**config.mk**
```make
export PLATFORM = sky130hd
export DESIGN_NAME = ch_nibble_packer
export DESIGN_NICKNAME = d
export VERILOG_FILES = /design/src/rtl/ch_nibble_packer.sv
export SDC_FILE = /design/constraint.sdc
export NUM_CORES = 1
export LEC_CHECK = 0
export CAP_MARGIN = 20
export CORE_UTILIZATION = 53
export CTS_CLUSTER_SIZE = 24
export DETAILED_ROUTE_END_ITERATION = 16
export GPL_TIMING_DRIVEN = 1
export PLACE_DENSITY = 0.82
export SETUP_SLACK_MARGIN = 0.1
export SYNTH_ARGS = -nofsm -noshare
export SYNTH_HDL_FRONTEND = slang
export SYNTH_SLANG_ARGS = --single-unit
export TNS_END_PERCENT = 5
```
**constraint.sdc**
```tcl
create_clock -name clk -period 2.2 [get_ports clk]
set_clock_uncertainty 0.15 [all_clocks]
set_input_delay 0.33 -clock clk [delete_from_list [all_inputs] [get_ports clk]]
set_output_delay 0.33 -clock clk [all_outputs]
set_load 0.02 [all_outputs]
```
**src/rtl/ch_nibble_packer.sv**
```systemverilog
// ch_nibble_packer
//   Sits on the dequeue side of the 4-bit valid/ready queue and packs RATIO
//   consecutive nibbles into one WORD-bit word, little-endian (first nibble
//   in bits [3:0]). A partial word is flushed, zero-padded, after TIMEOUT
//   idle cycles (TIMEOUT=0 never flushes a partial word).
//
// Ports
//   clk           rising-edge clock
//   reset         async active-low reset (released synchronously upstream)
//   io_in_valid   nibble offered by the queue
//   io_in_data    nibble value (ignored unless accepted)
//   io_in_ready   nibble accepted when high together with io_in_valid
//   io_out_ready  downstream takes the word
//   io_out_valid  word available (held until taken)
//   io_out_data   packed word, unfilled slots read 0
//   io_out_count  meaningful nibbles in io_out_data, 1..RATIO (0 when idle)

module ch_nibble_packer #(
    parameter  int RATIO   = 4,
    parameter  int TIMEOUT = 16,
    localparam int WORD    = 4 * RATIO,
    localparam int CW      = $clog2(RATIO) + 1
) (
    input  logic            clk,
    input  logic            reset,
    input  logic            io_in_valid,
    input  logic [3:0]      io_in_data,
    output logic            io_in_ready,
    input  logic            io_out_ready,
    output logic            io_out_valid,
    output logic [WORD-1:0] io_out_data,
    output logic [CW-1:0]   io_out_count
);

    // A zero TIMEOUT would give a zero-width timer; keep one unused bit.
    localparam int            TW     = (TIMEOUT > 0) ? $clog2(TIMEOUT + 1) : 1;
    localparam logic [TW-1:0] T_LAST = TW'((TIMEOUT > 0) ? TIMEOUT - 1 : 0);
    localparam logic [CW-1:0] C_LAST = CW'(RATIO - 1);
    localparam logic [CW-1:0] C_FULL = CW'(RATIO);

    typedef enum logic {FILL, HOLD} state_t;

    state_t                 state, state_n;
    logic [RATIO-1:0][3:0]  acc, acc_n;
    logic [CW-1:0]          cnt, cnt_n;
    logic [TW-1:0]          timer, timer_n;
    logic                   in_fire, out_fire;

    // Only combinational path from the output side: out_ready -> in_ready,
    // so a draining word and a new nibble can fire in the same cycle.
    assign io_in_ready  = (state == FILL) || io_out_ready;
    assign io_out_valid = (state == HOLD);
    assign io_out_data  = acc;
    assign io_out_count = io_out_valid ? cnt : '0;

    assign in_fire  = io_in_valid && io_in_ready;
    assign out_fire = io_out_valid && io_out_ready;

    always_comb begin
        state_n = state;
        acc_n   = acc;
        cnt_n   = cnt;
        timer_n = timer;
        case (state)
            FILL: begin
                if (in_fire) begin
                    for (int i = 0; i < RATIO; i++)
                        if (cnt == CW'(i)) acc_n[i] = io_in_data;
                    timer_n = '0;
                    if (cnt == C_LAST) begin
                        cnt_n   = C_FULL;
                        state_n = HOLD;
                    end else begin
                        cnt_n = cnt + CW'(1);
                    end
                end else if (cnt != '0 && TIMEOUT > 0) begin
                    // Accept beats expiry: this branch only runs without in_fire.
                    if (timer == T_LAST) begin
                        timer_n = '0;
                        state_n = HOLD;
                    end else begin
                        timer_n = timer + TW'(1);
                    end
                end
            end
            HOLD: begin
                // Without out_fire everything (timer included) is frozen and
                // in_ready is low, so nothing can be accepted here.
                if (out_fire) begin
                    acc_n   = '0;
                    timer_n = '0;
                    state_n = FILL;
                    if (in_fire) begin
                        acc_n[0] = io_in_data;
                        cnt_n    = CW'(1);
                    end else begin
                        cnt_n = '0;
                    end
                end
            end
            default: state_n = FILL;
        endcase
    end

    always_ff @(posedge clk or negedge reset) begin
        if (!reset) begin
            state <= FILL;
            acc   <= '0;
            cnt   <= '0;
            timer <= '0;
        end else begin
            state <= state_n;
            acc   <= acc_n;
            cnt   <= cnt_n;
            timer <= timer_n;
        end
    end

endmodule

```
Word-level counts from Yosys, hierarchy flattened
Cells that the tools add are included.

word-level totals
  latch bits = 0
  memories kept = 0
  ROM bits = 0
  register bits after elaboration = 25
  logic and storage cells = 57
  memory bits (writable) = 0

cells by class
  reductions and logical operators = 11
  divide/modulo/power cells = 0
  order comparisons = 0
  muxes and demuxes = 25
  bitwise gates (word level) = 1
  equality and inequality tests = 11
  $add $sub $neg = 2
  shift operators = 0
  multipliers = 0

operators by type and width
  kind                 number
  $mux 16              2
  $pmux 16 s2          1
  $mux 4               5
  $mux 5               4
  $mux 3               4
  $reduce_and 3->1     4
  $ne 2x1->1 const B   5
  $pmux 5 s2           1
  $eq 3x2->1 const B   2
  $mux 1               6
  $pmux 3 s2           1
  $add 5x1->5 const B  1
  $eq 5x4->1 const B   1
  $reduce_and 2->1     2
  $add 3x1->3 const B  1
  $eq 3x1->1 const B   1
  $logic_not 3->1      1
  $ne 3x2->1 const B   1
  $reduce_bool 3->1    1
  $logic_and 1x1->1    2
  $ne 2x2->1 const B   1
  $pmux 1 s2           1
  $logic_or 1x1->1     1
  $not 1->1            1

Logic depth before layout (Yosys ltp)
  word-level depth = 6
  mapped depth = 6

Worst setup path after synthesis
Ideal clock, no wire load.

  kind = register -> output
  start point = reg state, in the netlist io_out_valid
  end point = out io_out_count[0]
  path slack = 0.688 ns
  arrival time = 1.032 ns
  cell stages (with the launch flop) = 3
  path buffers = 0
  cells stage by stage = dfrtp_1 inv_1 nor2_1

between the ends
  longest elaborated chain between the ends = 1

RTL lines
  item                    RTL line  RTL
  from (decl)             43        state_t state, state_n;
  from (signal assigned)  112       state <= state_n;
  $mux 3                  54        assign io_out_count = io_out_valid ? cnt : '0;
  to (decl)               32        output logic [CW-1:0] io_out_count

No other way between the ends.

Worst setup path after layout
  start point = reg state, in the netlist io_out_valid
  end point = out io_out_valid

RTL lines
  item       RTL line  RTL
  to (decl)  30        output logic io_out_valid,

No word-level cell between the ends.

==> flow_summary.toml <==
[run_status]
status = "finished, final reports clean"

[sta]
finalHoldViolCount = 0
fin_hold_ws_ns = 0.1881
rsz0062_at_grt = "false"
period_needed_ns = 1.865
fin_ws_ns = 0.3355
worst_pin_slew_ns = 0.3071
fin_setup_tns_ns = 0
slew_violations = 0
slew_headroom_pct = 79.25
setup_violations = 0
fmax_mhz = 536.3
post-route-period-util_pct = 84.75

[setup_path]
cp-end-kind = "primary output"
slowest_stage = "dfrtp_2"
crit_chain = "buf_4 -> dlygate4sd2_1"
cp-start-kind = "flop"
cp.arrival_ns = 1.38
crit_type = "flop to primary output"
critPathMaxFanout = 19
cp_slowest_stage_delay_ns = 0.43
path_buf_inv = 2
cp.required_ns = 1.72
crit_family = "buffers and inverters"

[power]
leakagePower_uw = 0.0008582
peakVddDrop_v = 0.0008325
p_per_area_nw_per_um2 = 1251

[clocking]
cts_made_buffers = 3
clkTransAtPathRegs_ns = 0.14
cts_max_level = 1
clockBufferDepth = 2
cts_setup_buffers = 0
clk-insertion-delay-late_ns = 0.32
root_buffer = "clkbuf_4"
cts_tree = "built"
cts.sinks = 25

[synthesis]
synth.yosys.seq_area_share_pct = 44.21
synth_compound_area_share_pct = 15.03
yosysWarnings = 0
async_flop_share_pct = 100.0
synth_edf_count = 0
ys_ff_latch = 25
synth_fa_ha_area_share_pct = 5.305
yosys.area_share.simple_pct = 22.46
synth-xor-area-share_pct = 0
synth_area_um2 = 1415
syn-num-nets = 156
synth.mux.area_fraction_pct = 6.366
syn_area_per_cell_um2 = 9.966
ys_types = 41
syn_inst = 142
ys.flop_type = "dfrtp_1"
synth_top_family_by_area = "simple AND/OR/NAND/NOR gates"

[layout]
final_area_um2 = 1768
regArea_um2 = 628.1
fin_nets = 188
multi_input_area_um2 = 695.7
drive_gt1_share_pct = 12.72
antenna_cells = 0
layout_common_cells = "dfrtp_1 (23), clkdlybuf4s50_1 (23), nand2_1 (22)"
fillCellCount = 199
layout.cells.non_filler = 203
syn_to_final_growth_pct = 24.93

[die]
die_h_um = 53.67
die_area_um2 = 2880
std_cell_rows = 18
coreArea_um2 = 2500
start_util_pct = 56.61
die_x_um = 53.67
io_pins = 29

[placement]
placed_cell_area_um2 = 1727
hpwlAfterDp_mm = 2.286
place.gp.congestion = 0.7170
io_buffers = 28
placedCellCount = 199
place_ws_ns = 0.1014

[detailed_routing]
wl_per_cell_um = 15.37
drt-total-wl_mm = 3.121
vias = 1166
firstDrtPassIters = 4
viasPerCell = 5.744
ant_nets = 0
first_iter_violations = 15
drc = 0

[global_routing]
track_usage_pct = 25.04
grt_pass1_vias = 1155
grt_remaining_overflow = 0
antenna_found_initial = 0
grt_pass1_wl_mm = 5.181
grt_start_max_net_pins = 26

[flow_run]
drv_cap = 0

[worst_hold_path]
min_path_type = "input port to async pin"
==> metrics by stage <==
step / util (%) / power [µW]
after global placement: 69.07 / 1946
after CTS: 70.27 / 2226
after floorplan: - / 1541
after detailed placement: 69.07 / 2014
final: 70.72 / 2212
after global routing: 70.72 / 2386
==> repair_timing <==
action                                  4_1_cts  5_1_grt
resized for setup                             2        5
endpoints found under the setup margin        5        4
hold buffers                                  0        0
==> sequential cells by signal (all words and copies together), names as in the netlist <==
register / count
io_out_data: 16
cnt: 3
io_out_valid: 1
timer: 5
==> Yosys cell counts, types with 2 or more instances <==
master,count,area (µm²)
nor3_1,2,10.01
nor2_1,4,15.01
dfrtp_1,25,625.6
nand2_2,2,12.51
o22ai_1,2,12.51
and3_1,2,12.51
nor4bb_1,2,20.02
ha_1,6,75.07
nand2_1,22,82.58
buf_2,2,10.01
a21oi_1,2,10.01
buf_6,5,56.30
inv_1,6,22.52
nand3_1,3,15.01
o21ai_1,8,40.04
o21ai_0,13,65.06
nor2b_1,4,25.02
mux2i_1,9,90.09
==> cells by family (layout without fill, tap and decap cells) <==
group,count (synthesis),count (layout)
buf+inv,14,45
fa+ha+maj,6,6
simple gates,53,53
flops,25,25
compound gates,35,35
mux,9,9
==> worst paths after layout <==
check	from	to	slack (ns)	cells past startpoint
min reg2reg	io_out_data[6]	io_out_data[6]	0.37	2
max reg2reg	cnt[0]	io_out_data[2]	0.52	5
min in group clk	io_out_data[6]	io_out_data[6]	0.37	2
max	io_out_valid	io_out_valid	0.34	2
min	reset	io_out_data[8]	0.19	2
max in group asynchronous	reset	io_out_valid	1.45	2
==> power breakdown <==
part	internal [µW]	switching (µW)
clock	69.6	146
sequential	635	154
combinational	555	652
total	1260	953
==> metal layers <==
layer  vias to the layer above  wire length (µm)  global-route usage, %
met5                         -                 0                      0
met4                         0                39                  9.649
met3                         6               119                  6.497
met2                        30              1640                  41.98
met1                       568              1322                  30.48
li1                        562                 -                      -
==> area by class of cell <==
class / count / share of cell area (%)
Multi-Input combinational cell: 103 / 39.35
Clock buffer: 3 / 1.274
Sequential cell: 25 / 35.53
Timing Repair Buffer: 35 / 20.03
Clock inverter: 1 / 0.4246
Inverter: 6 / 1.274
Tap cell: 30 / 2.123
(Power assumes the default switching activity.)
